$ cat src/rtl/scumv_uart_proto_mux_pkg.sv
// Shared types and constants for the N-channel UART protocol multiplexer.
// Holds state encodings, default prefixes/bytes and a packed-field helper.
package scumv_uart_mux_pkg;

    typedef enum logic [1:0] {
        ST_HUNT = 2'd0,
        ST_FWD  = 2'd1,
        ST_RSP  = 2'd2,
        ST_ERR  = 2'd3
    } state_e;

    localparam logic [31:0] PREFIX_ASC   = 32'h6173_632B;  // "asc+"
    localparam logic [31:0] PREFIX_STL   = 32'h7374_6C2B;  // "stl+"
    localparam logic [7:0]  DEF_NAK_BYTE = 8'h15;
    localparam logic [7:0]  DEF_TO_BYTE  = 8'h18;
    localparam logic [7:0]  PLUS_BYTE    = 8'h2B;

    // Wide enough for 32 byte fields, covering every packed per-channel vector.
    localparam int unsigned FIELD_W = 256;

    function automatic logic [7:0] field8(input logic [FIELD_W-1:0] vec, input logic [4:0] idx);
        return vec[{idx, 3'b000} +: 8];
    endfunction

endpackage

$ cat src/rtl/scumv_uart_proto_mux_if.sv
// Byte-stream bundle between the multiplexer, the UART FIFOs and the channel ports.
// master = the multiplexer, slave = the surrounding FIFOs and subsystems.
interface scumv_uart_proto_mux_if #(
    parameter int N_CH = 2
);
    logic [7:0]        rx_data;
    logic              rx_valid;
    logic              rx_ready;
    logic [7:0]        tx_data;
    logic              tx_valid;
    logic              tx_ready;
    logic [7:0]        ch_req_data;
    logic [N_CH-1:0]   ch_req_valid;
    logic [N_CH-1:0]   ch_req_ready;
    logic [8*N_CH-1:0] ch_rsp_data;
    logic [N_CH-1:0]   ch_rsp_valid;
    logic [N_CH-1:0]   ch_rsp_ready;

    modport master (
        input  rx_data, rx_valid, tx_ready, ch_req_ready, ch_rsp_data, ch_rsp_valid,
        output rx_ready, tx_data, tx_valid, ch_req_data, ch_req_valid, ch_rsp_ready
    );

    modport slave (
        output rx_data, rx_valid, tx_ready, ch_req_ready, ch_rsp_data, ch_rsp_valid,
        input  rx_ready, tx_data, tx_valid, ch_req_data, ch_req_valid, ch_rsp_ready
    );
endinterface

$ cat src/rtl/scumv_uart_proto_mux_prefix_matcher.sv
// Combinational 4-byte prefix comparator over the last three shifted bytes plus
// the incoming byte; the lowest-index matching channel wins.
module scumv_prefix_matcher
    import scumv_uart_mux_pkg::*;
#(
    parameter int                 N_CH     = 2,
    parameter logic [32*N_CH-1:0] PREFIXES = {PREFIX_STL, PREFIX_ASC}
) (
    input  logic [23:0] sr_i,
    input  logic [7:0]  rx_data_i,
    output logic        hit_o,
    output logic [2:0]  idx_o
);

    logic [31:0]     cand_s;
    logic [N_CH-1:0] match_s;

    // Per-channel equality against the candidate word.
    always_comb begin
        cand_s  = {sr_i, rx_data_i};
        match_s = '0;
        for (int i = 0; i < N_CH; i++) begin
            match_s[i] = (cand_s == PREFIXES[32*i +: 32]);
        end
    end

    // Priority encode, scanning downward so the lowest index is written last.
    always_comb begin
        idx_o = 3'd0;
        for (int i = N_CH - 1; i >= 0; i--) begin
            idx_o = match_s[i] ? 3'(i) : idx_o;
        end
        hit_o = |match_s;
    end

endmodule

$ cat src/rtl/scumv_uart_proto_mux.sv
// N-channel UART protocol multiplexer: hunts for a channel prefix, forwards the
// request bytes, returns the response bytes, and reports NAK/timeout errors.
module scumv_uart_proto_mux
    import scumv_uart_mux_pkg::*;
#(
    parameter int                 N_CH           = 2,
    parameter logic [32*N_CH-1:0] PREFIXES       = {PREFIX_STL, PREFIX_ASC},
    parameter logic [8*N_CH-1:0]  REQ_LEN        = {8'd16, 8'd22},
    parameter logic [8*N_CH-1:0]  RSP_LEN        = {8'd16, 8'd1},
    parameter int                 TIMEOUT_CYCLES = 1_000_000,
    parameter logic [7:0]         NAK_BYTE       = DEF_NAK_BYTE,
    parameter logic [7:0]         TO_BYTE        = DEF_TO_BYTE
) (
    input  logic                  clk,
    input  logic                  reset,
    scumv_uart_proto_mux_if.master bus,
    output logic [2:0]            active_ch,
    output logic                  busy,
    output logic [7:0]            err_count,
    output logic [1:0]            dbg_state
);

    localparam int                TMR_W   = $clog2(TIMEOUT_CYCLES);
    localparam logic [TMR_W-1:0]  TMR_MAX = TMR_W'(TIMEOUT_CYCLES - 1);
    localparam logic [FIELD_W-1:0] REQ_LEN_W = FIELD_W'(REQ_LEN);
    localparam logic [FIELD_W-1:0] RSP_LEN_W = FIELD_W'(RSP_LEN);

    state_e            state_q, state_d;
    logic [23:0]       sr_q, sr_d;
    logic [7:0]        cnt_q, cnt_d;
    logic [TMR_W-1:0]  tmr_q, tmr_d;
    logic [2:0]        sel_q, sel_d;
    logic [7:0]        err_q, err_d;
    logic [7:0]        err_byte_q, err_byte_d;

    logic              hit_s;
    logic [2:0]        idx_s;
    logic              enter_err_s;
    logic [N_CH-1:0]   sel_oh_s;
    logic [7:0]        req_len_s;
    logic [7:0]        rsp_len_s;
    logic [7:0]        rsp_data_s;
    logic              req_rdy_sel_s;
    logic              rsp_vld_sel_s;

    logic              rx_ready_s;
    logic              tx_valid_s;
    logic [7:0]        tx_data_s;
    logic [N_CH-1:0]   req_valid_s;
    logic [N_CH-1:0]   rsp_ready_s;

    scumv_prefix_matcher #(
        .N_CH     (N_CH),
        .PREFIXES (PREFIXES)
    ) u_matcher (
        .sr_i      (sr_q),
        .rx_data_i (bus.rx_data),
        .hit_o     (hit_s),
        .idx_o     (idx_s)
    );

    // Per-channel selections for the currently latched channel.
    always_comb begin
        sel_oh_s      = N_CH'(1'b1) << sel_q;
        req_len_s     = field8(REQ_LEN_W, {2'b00, sel_q});
        rsp_len_s     = field8(RSP_LEN_W, {2'b00, sel_q});
        rsp_data_s    = field8(FIELD_W'(bus.ch_rsp_data), {2'b00, sel_q});
        req_rdy_sel_s = |(bus.ch_req_ready & sel_oh_s);
        rsp_vld_sel_s = |(bus.ch_rsp_valid & sel_oh_s);
    end

    // Next-state logic and ungated datapath steering.
    always_comb begin
        state_d     = state_q;
        sr_d        = sr_q;
        cnt_d       = cnt_q;
        tmr_d       = tmr_q;
        sel_d       = sel_q;
        err_byte_d  = err_byte_q;
        enter_err_s = 1'b0;
        rx_ready_s  = 1'b0;
        tx_valid_s  = 1'b0;
        tx_data_s   = 8'h00;
        req_valid_s = '0;
        rsp_ready_s = '0;

        case (state_q)
            ST_HUNT: begin
                rx_ready_s = 1'b1;
                if (bus.rx_valid) begin
                    sr_d = {sr_q[15:0], bus.rx_data};
                    if (hit_s) begin
                        state_d = ST_FWD;
                        sel_d   = idx_s;
                        cnt_d   = 8'd0;
                        tmr_d   = '0;
                        sr_d    = 24'd0;
                    end else if (bus.rx_data == PLUS_BYTE) begin
                        state_d     = ST_ERR;
                        err_byte_d  = NAK_BYTE;
                        enter_err_s = 1'b1;
                        sr_d        = 24'd0;
                    end else begin
                        state_d = ST_HUNT;
                    end
                end else begin
                    sr_d = sr_q;
                end
            end

            ST_FWD: begin
                req_valid_s = sel_oh_s & {N_CH{bus.rx_valid}};
                rx_ready_s  = req_rdy_sel_s;
                if (bus.rx_valid && req_rdy_sel_s) begin
                    tmr_d = '0;
                    if (cnt_q == req_len_s - 8'd1) begin
                        cnt_d   = 8'd0;
                        state_d = (rsp_len_s == 8'd0) ? ST_HUNT : ST_RSP;
                    end else begin
                        cnt_d = cnt_q + 8'd1;
                    end
                end else if (!bus.rx_valid) begin
                    // Only a silent source ages the packet; back-pressure does not.
                    if (tmr_q == TMR_MAX) begin
                        state_d     = ST_ERR;
                        err_byte_d  = TO_BYTE;
                        enter_err_s = 1'b1;
                        tmr_d       = '0;
                        cnt_d       = 8'd0;
                    end else begin
                        tmr_d = tmr_q + TMR_W'(1'b1);
                    end
                end else begin
                    tmr_d = tmr_q;
                end
            end

            ST_RSP: begin
                tx_valid_s  = rsp_vld_sel_s;
                tx_data_s   = rsp_data_s;
                rsp_ready_s = sel_oh_s & {N_CH{bus.tx_ready}};
                if (rsp_vld_sel_s && bus.tx_ready) begin
                    tmr_d = '0;
                    if (cnt_q == rsp_len_s - 8'd1) begin
                        cnt_d   = 8'd0;
                        state_d = ST_HUNT;
                    end else begin
                        cnt_d = cnt_q + 8'd1;
                    end
                end else if (!rsp_vld_sel_s) begin
                    if (tmr_q == TMR_MAX) begin
                        state_d     = ST_ERR;
                        err_byte_d  = TO_BYTE;
                        enter_err_s = 1'b1;
                        tmr_d       = '0;
                        cnt_d       = 8'd0;
                    end else begin
                        tmr_d = tmr_q + TMR_W'(1'b1);
                    end
                end else begin
                    tmr_d = tmr_q;
                end
            end

            ST_ERR: begin
                tx_valid_s = 1'b1;
                tx_data_s  = err_byte_q;
                if (bus.tx_ready) begin
                    state_d = ST_HUNT;
                    sr_d    = 24'd0;
                end else begin
                    state_d = ST_ERR;
                end
            end

            default: begin
                state_d = ST_HUNT;
                sr_d    = 24'd0;
            end
        endcase

        err_d = (enter_err_s && (err_q != 8'hFF)) ? err_q + 8'd1 : err_q;
    end

    // State and counter registers.
    always_ff @(posedge clk) begin
        if (reset) begin
            state_q    <= ST_HUNT;
            sr_q       <= 24'd0;
            cnt_q      <= 8'd0;
            tmr_q      <= '0;
            sel_q      <= 3'd0;
            err_q      <= 8'd0;
            err_byte_q <= 8'h00;
        end else begin
            state_q    <= state_d;
            sr_q       <= sr_d;
            cnt_q      <= cnt_d;
            tmr_q      <= tmr_d;
            sel_q      <= sel_d;
            err_q      <= err_d;
            err_byte_q <= err_byte_d;
        end
    end

    // Handshake outputs are forced quiet while reset is held, even mid-packet.
    always_comb begin
        bus.ch_req_data = bus.rx_data;
        err_count       = err_q;
        dbg_state       = state_q;
        if (reset) begin
            bus.rx_ready     = 1'b0;
            bus.tx_valid     = 1'b0;
            bus.tx_data      = 8'h00;
            bus.ch_req_valid = '0;
            bus.ch_rsp_ready = '0;
            busy             = 1'b0;
            active_ch        = 3'd0;
        end else begin
            bus.rx_ready     = rx_ready_s;
            bus.tx_valid     = tx_valid_s;
            bus.tx_data      = tx_data_s;
            bus.ch_req_valid = req_valid_s;
            bus.ch_rsp_ready = rsp_ready_s;
            busy             = (state_q != ST_HUNT);
            active_ch        = (state_q != ST_HUNT) ? sel_q : 3'd0;
        end
    end

endmodule
$ cat src/flat_wrapper.sv
// flat-port wrapper written by rule: the top's interface ports become plain ports
module scumv_uart_proto_mux_flat import scumv_uart_mux_pkg::*;
#(
    parameter int                 N_CH           = 2,
    parameter logic [32*N_CH-1:0] PREFIXES       = {PREFIX_STL, PREFIX_ASC},
    parameter logic [8*N_CH-1:0]  REQ_LEN        = {8'd16, 8'd22},
    parameter logic [8*N_CH-1:0]  RSP_LEN        = {8'd16, 8'd1},
    parameter int                 TIMEOUT_CYCLES = 1_000_000,
    parameter logic [7:0]         NAK_BYTE       = DEF_NAK_BYTE,
    parameter logic [7:0]         TO_BYTE        = DEF_TO_BYTE
)
  (clk, reset, active_ch, busy, err_count, dbg_state, bus_rx_data, bus_rx_valid, bus_tx_ready, bus_ch_req_ready, bus_ch_rsp_data, bus_ch_rsp_valid, bus_rx_ready, bus_tx_data, bus_tx_valid, bus_ch_req_data, bus_ch_req_valid, bus_ch_rsp_ready);
  scumv_uart_proto_mux_if #(.N_CH(N_CH)) bus_i ();
  input  logic clk;
  input  logic reset;
  output logic [2:0] active_ch;
  output logic busy;
  output logic [7:0] err_count;
  output logic [1:0] dbg_state;
  input wire logic [$bits(bus_i.rx_data)-1:0] bus_rx_data;
  input wire logic [$bits(bus_i.rx_valid)-1:0] bus_rx_valid;
  input wire logic [$bits(bus_i.tx_ready)-1:0] bus_tx_ready;
  input wire logic [$bits(bus_i.ch_req_ready)-1:0] bus_ch_req_ready;
  input wire logic [$bits(bus_i.ch_rsp_data)-1:0] bus_ch_rsp_data;
  input wire logic [$bits(bus_i.ch_rsp_valid)-1:0] bus_ch_rsp_valid;
  output wire logic [$bits(bus_i.rx_ready)-1:0] bus_rx_ready;
  output wire logic [$bits(bus_i.tx_data)-1:0] bus_tx_data;
  output wire logic [$bits(bus_i.tx_valid)-1:0] bus_tx_valid;
  output wire logic [$bits(bus_i.ch_req_data)-1:0] bus_ch_req_data;
  output wire logic [$bits(bus_i.ch_req_valid)-1:0] bus_ch_req_valid;
  output wire logic [$bits(bus_i.ch_rsp_ready)-1:0] bus_ch_rsp_ready;
  assign bus_i.rx_data = bus_rx_data;
  assign bus_i.rx_valid = bus_rx_valid;
  assign bus_i.tx_ready = bus_tx_ready;
  assign bus_i.ch_req_ready = bus_ch_req_ready;
  assign bus_i.ch_rsp_data = bus_ch_rsp_data;
  assign bus_i.ch_rsp_valid = bus_ch_rsp_valid;
  assign bus_rx_ready = bus_i.rx_ready;
  assign bus_tx_data = bus_i.tx_data;
  assign bus_tx_valid = bus_i.tx_valid;
  assign bus_ch_req_data = bus_i.ch_req_data;
  assign bus_ch_req_valid = bus_i.ch_req_valid;
  assign bus_ch_rsp_ready = bus_i.ch_rsp_ready;
  scumv_uart_proto_mux #(.N_CH(N_CH), .PREFIXES(PREFIXES), .REQ_LEN(REQ_LEN), .RSP_LEN(RSP_LEN), .TIMEOUT_CYCLES(TIMEOUT_CYCLES), .NAK_BYTE(NAK_BYTE), .TO_BYTE(TO_BYTE)) u_core (.clk(clk), .reset(reset), .bus(bus_i), .active_ch(active_ch), .busy(busy), .err_count(err_count), .dbg_state(dbg_state));
endmodule
$ cat config.mk
export PLATFORM = sky130hd
export DESIGN_NAME = scumv_uart_proto_mux_flat
export DESIGN_NICKNAME = d
export VERILOG_FILES = /design/src/rtl/scumv_uart_proto_mux_pkg.sv /design/src/rtl/scumv_uart_proto_mux_if.sv /design/src/rtl/scumv_uart_proto_mux_prefix_matcher.sv /design/src/rtl/scumv_uart_proto_mux.sv /design/src/flat_wrapper.sv
export SDC_FILE = /design/constraint.sdc
export NUM_CORES = 1
export LEC_CHECK = 0
export BUFFER_PORTS_ARGS = -buffer_cell sky130_fd_sc_hd__buf_2
export CORE_MARGIN = 2
export CORE_UTILIZATION = 35
export CTS_CLUSTER_DIAMETER = 40
export CTS_CLUSTER_SIZE = 16
export DETAILED_ROUTE_END_ITERATION = 16
export GPL_ROUTABILITY_DRIVEN = 0
export SLEW_MARGIN = 10
export SYNTH_ARGS = -nofsm -noshare
export SYNTH_HDL_FRONTEND = slang
export SYNTH_SLANG_ARGS = --single-unit
$ cat constraint.sdc
create_clock -name clk -period 6.6 [get_ports clk]
set_input_delay 0.33 -clock clk [delete_from_list [all_inputs] [get_ports clk]]
set_output_delay 0.33 -clock clk [all_outputs]
set_load 0.1 [all_outputs]
---- Yosys cells after proc, flatten, opt, wreduce, memory -nomap -nowiden ----
Cells that the tools add are included.
word-level totals
  bits in registers ....................... 73
  input port bits ......................... 32
  output and inout bits ................... 36
  logic and storage cells ................. 128
cells by class
  add/subtract/negate cells ............... 5
  equality and inequality tests ........... 23
  shift operators ......................... 4
  muxes and demuxes ....................... 69
  bitwise operators ....................... 4
  reductions and logical operators ........ 16
operators with widths
  cell                      count
  $shiftx 256x7->8 const A  2
  $shiftx 256x7->8          1
  $mux 8                    18
  $mux 20                   7
  $mux 24                   4
  $eq 32x31->1 const B      2
  $pmux 20 s3               1
  $pmux 24 s2               1
  $pmux 8 s3                2
  $mux 2                    16
  $add 20x1->20 const B     1
  $eq 20x20->1 const B      1
  $add 8x1->8 const B       2
  $eq 8x8->1                2
  $pmux 8 s2                1
  $sub 8x1->8 const B       2
  $ne 2x2->1 const B        7
  $mux 1                    13
  $reduce_and 5->1          2
  $ne 3x3->1 const B        3
  $and 2x2->2               4
  $eq 8x6->1 const B        1
  $logic_not 8->1           1
  $ne 8x8->1 const B        1
  other kinds (16)          26

---- Logic depth before layout (Yosys ltp) ----
  depth in word-level cells ............... 7
  depth in mapped cells ................... 10
  mapped depth without buffers ............ 8

---- By module ----
Synthesis repeated with hierarchy kept, for this count alone.
second synthesis, totals
  cells, all modules ...................... 476
  area, all modules ....................... 3,918.8 sq um
modules (own cells, without submodules)
  module                instances  cells each  area each (sq um)  sequential area each (sq um)
  scumv_uart_proto_mux  1          457         3,743.6            1,361.3
  scumv_prefix_matcher  1          19          175.2              0.0

---- Worst setup path after synthesis ----
OpenSTA, ideal clock, no wires.
  kind .................................... flip-flop to output port
  start point ............................. register u_core.state_q[1], in the netlist u_core.dbg_state[1]
  end point ............................... output port bus_ch_rsp_ready[0]
  arrival time ............................ 3,802 ps
  data required time ...................... 6,270 ps
  slack ................................... 2,468 ps
  stages on the path, launching flop included .. 4
  path buffers ............................ 0
  cells stage by stage .................... dfxtp_1 ha_1 nand2b_1 nor3b_1
on the way
  cells in the longest elaborated chain, start to end .. 3
ends and longest elaborated chain
  item                      RTL line                     text
  start: declaration        scumv_uart_proto_mux.sv:28   state_e state_q, state_d;
  start signal: assignment  scumv_uart_proto_mux.sv:196  state_q <= state_d;
  $eq 2x2->1                scumv_uart_proto_mux.sv:87   case (state_q)
  $mux 2                    scumv_uart_proto_mux.sv:87
  $mux 2                    scumv_uart_proto_mux.sv:211  if (reset) begin
  end: declaration          flat_wrapper.sv:31           output wire logic [$bits(bus_i.ch_rsp_ready)-1:0] bus_ch_rsp_ready;
No other way between the ends.

---- Worst setup path in the final report ----
  start point ............................. register u_core.sel_q[0]
  end point ............................... register u_core.tmr_q[8]
on the way
  cells in the longest elaborated chain, start to end .. 6
  elaborated cells on any way between the ends .. 13
  those cells by class .................... eq/ne (2); shift (1); mux (3); bitwise (2); reduce/logical (5)
ends and longest elaborated chain
  item                                                                     RTL line                                                  text
  start: declaration                                                       scumv_uart_proto_mux.sv:32                                logic [2:0] sel_q, sel_d;
  start signal: assignment                                                 scumv_uart_proto_mux.sv:200                               sel_q <= sel_d;
  $shl 1x3->2 (*)                                                          scumv_uart_proto_mux.sv:64                                sel_oh_s = N_CH'(1'b1) << sel_q;
  $and 2x2->2 (on tied branches)                                           scumv_uart_proto_mux.sv:69, scumv_uart_proto_mux.sv:68
  $reduce_or 2->1 (on tied branches)                                       scumv_uart_proto_mux.sv:69, scumv_uart_proto_mux.sv:68
  $logic_and 1x1->1 (on tied branches)                                     scumv_uart_proto_mux.sv:142, scumv_uart_proto_mux.sv:114
  $ne 3x3->1 (no source line) (tied with other cells)                      -
  $reduce_and 5->1 (no source line) / $pmux 20 s3 (equally long branches)  -
  end signal: assignment                                                   scumv_uart_proto_mux.sv:199                               tmr_q <= tmr_d;
  end: declaration                                                         scumv_uart_proto_mux.sv:31                                logic [TMR_W-1:0] tmr_q, tmr_d;
Mark *: on every way between the ends. The rest lies on a longest branch, timed or not.
A chain may end at the register's enable or synchronous reset.

==> results.md <==
- Mapped cell area: 3971 um2
- TritonCTS Buffers: 9
- ANT nets after route: 0
- TritonCTS clock tree: yes
- WP data required: 6.86 ns
- Die width: 110.5 um
- Unrepaired setup endpoints after global routing: false
- P_leak: 1.642 nW
- Vias: 3790
- Clock Sinks: 66
- Status: complete, no violations
- Depth of the CTS H-tree: 3
- Peak Freq: 0.3246 GHz
- Worst Hold Class: primary input to flop
- Period utilization: 0.4667
- Final Skew: 0.006129 ns
- Worst vdd ir: 198.3 uV
- Final wirelength: 10290 um
- Fin cells: 670
- Count of cell types in the netlist: 78
- Buffers on Ports: 65
- Async set-reset flop share out of synthesis: 0
- Post_cts resized: 0
- Initial core utilization: 0.3632
- Actual slew at the worst max-slew pin: 1.243 ns
- Ys Warns: 0
- Die area: 12210 um2
- Mapped Cells: 481
- CTS Hold Buffers Added: 0
- CP Max Fanout: 18
- Largest net degree at the start of global routing: 71
- Drt initial violations: 266
- Global route overflow: 0
- Area leader, netlist: dfxtp_1
- Setup crit start kind: flop
- First-pass DRT Iterations: 5
- First-pass GRT wire length: 16970 um
- Share of Yosys cell area claimed by the top area cell type: 0.3327
- Crit path kind: flop to flop
- Commonest cells after routing, fill and taps aside: dfxtp_1 (66), buf_2 (65), nor2_1 (63)
- Root cell of the clock tree: clkbuf_16
- Setup crit end kind: flop
- WL/cell: 15.36 um
- CORE AREA: 10940 um2
- Placed cell count: 654
- Setup_tns: 0 ns
- Critical path data arrival time: 3.34 ns
- Share of cells above drive strength 1: 0.2094
- Fin nets: 564
- Clock insertion delay at the later pin of the skew report: 0.33 ns
- Max_cap viols: 0
- Final setup vio count: 0
- Pwr/cell area: 358.3 nW/um2
- Min Clock Period, post-route: 3.080 ns
- Yosys reg bits: 66
- Site Rows: 38
- IO Count: 68
- Synth-to-Final Area Change: 16.45%
- Die span in y: 110.5 um
- Synth Flop Type: dfxtp_1
- GRT Overall Usage: 0.1649
- Ant. Diodes: 0
- HPWL after DPL: 7324 um
- Avg Cell Area, Syn: 8.256 um2
- Vias in the first global route: 3497
- Antenna violations before repair: 0
- Vias/cell: 5.657
- Synth area leaders: dfxtp_1 (33%), nor2_1 (6.0%), a21oi_1 (5.8%), a22oi_1 (4.7%), o21ai_0 (3.5%)
- Commonest non-fill, non-tap cell in the layout: dfxtp_1
- Slew Viols, Final: 0
- Post-CTS Setup Repair Bufs: 0
- Clk buf depth: 2
- # DRC: 0
- Max-Slew Margin vs Limit: 0.1665
- Clock transition at path regs: 0.06 ns
- Final hold violation count: 0
- Sequential fraction of the synthesis area: 0.3327
- Post-synth EDFFs: 0
## final timing paths
path | start | to | slack (ns) | cells after the start
hold reg to reg | u_core.err_byte_q[4] | u_core.err_byte_q[4] | 0.46 | 2
setup / recovery | u_core.sel_q[0] | u_core.tmr_q[8] | 3.52 | 6
setup reg to reg | u_core.sel_q[0] | u_core.tmr_q[8] | 3.52 | 6
hold / removal | bus_rx_data[2] | u_core.sr_q[2] | 0.28 | 3
## cells by family after synthesis
group / count (synthesis) / share of synthesized area
fa+ha+maj: 7 / 0.02205
compound gates: 145 / 0.2552
other cells: 1 / 0.0009443
flops: 66 / 0.3327
xor+xnor: 3 / 0.006617
mux: 11 / 0.02993
buf+inv: 50 / 0.06837
simple gates: 198 / 0.2842
## cell type report
cell class / instances / area, um2
flip-flops and latches: 66 / 1321
multi-input cells: 366 / 2387
fillers: 1099 / 6311
clock buffers: 10 / 229.0
inverters: 15 / 56.30
clock inverters: 6 / 115.1
repair buffers: 67 / 340.3
well taps: 140 / 175.2
## sequential cells by signal (all words and copies together) (netlist names)
register           cells
u_core.dbg_state       2
u_core.tmr_q          20
u_core.err_byte_q      3
u_core.cnt_q           8
u_core.sel_q           1
u_core.sr_q           24
u_core.err_count       8
## cell usage after synthesis (all sizes together) (5+ instances only)
| library cell | number |
|---|---|
| a2111oi | 5 |
| inv | 15 |
| ha | 7 |
| nand3b | 9 |
| nand3 | 17 |
| nor3 | 10 |
| nor4 | 6 |
| dfxtp | 66 |
| and2 | 5 |
| o31ai | 5 |
| or4 | 6 |
| buf | 18 |
| clkbuf | 16 |
| o21ai | 28 |
| a211oi | 6 |
| a21oi | 47 |
| or3 | 5 |
| and3 | 6 |
| nand2 | 25 |
| nand2b | 10 |
| a22oi | 25 |
| nor2 | 63 |
| nor2b | 5 |
| mux2i | 7 |
| nand4 | 9 |
## report_power, final
| group | internal [mW] | switching, mW | leakage, nW |
|---|---|---|---|
| combinational | 0.158 | 0.496 | 0.946 |
| sequential | 0.427 | 0.0268 | 0.534 |
| clock | 0.370 | 0.179 | 0.163 |
| total | 0.955 | 0.702 | 1.64 |
## per-layer routing
layer / part of all wire / global-route usage
met5: 0 / 0
met4: 0.016 / 0.05750
met3: 0.047 / 0.03787
met2: 0.48 / 0.2773
met1: 0.46 / 0.2071
## stage by stage
stage | instance area [um2] | hold WS [ns] | utilization | worst slack [ns] | power (mW)
floorplan | 3975 | 0.4259 | - | 2.468 | 0.9917
global placement | 4280 | 0.4411 | 0.3914 | 3.653 | 1.110
detailed placement | 4280 | 0.4476 | 0.3914 | 3.555 | 1.113
CTS | 4624 | 0.2760 | 0.4229 | 3.553 | 1.668
global route | 4624 | 0.3018 | 0.4229 | 3.212 | 1.743
finish | 4624 | 0.2809 | 0.4229 | 3.520 | 1.657
## critical path: stages (launching register included)
cell	delay (ns)
dfxtp_1	0.81
mux2_2	0.45
a21oi_1	0.29
o221ai_2	0.33
a211oi_2	0.78
nand4b_1	0.17
a21oi_1	0.17
Power figures use the tool's default switching activity.
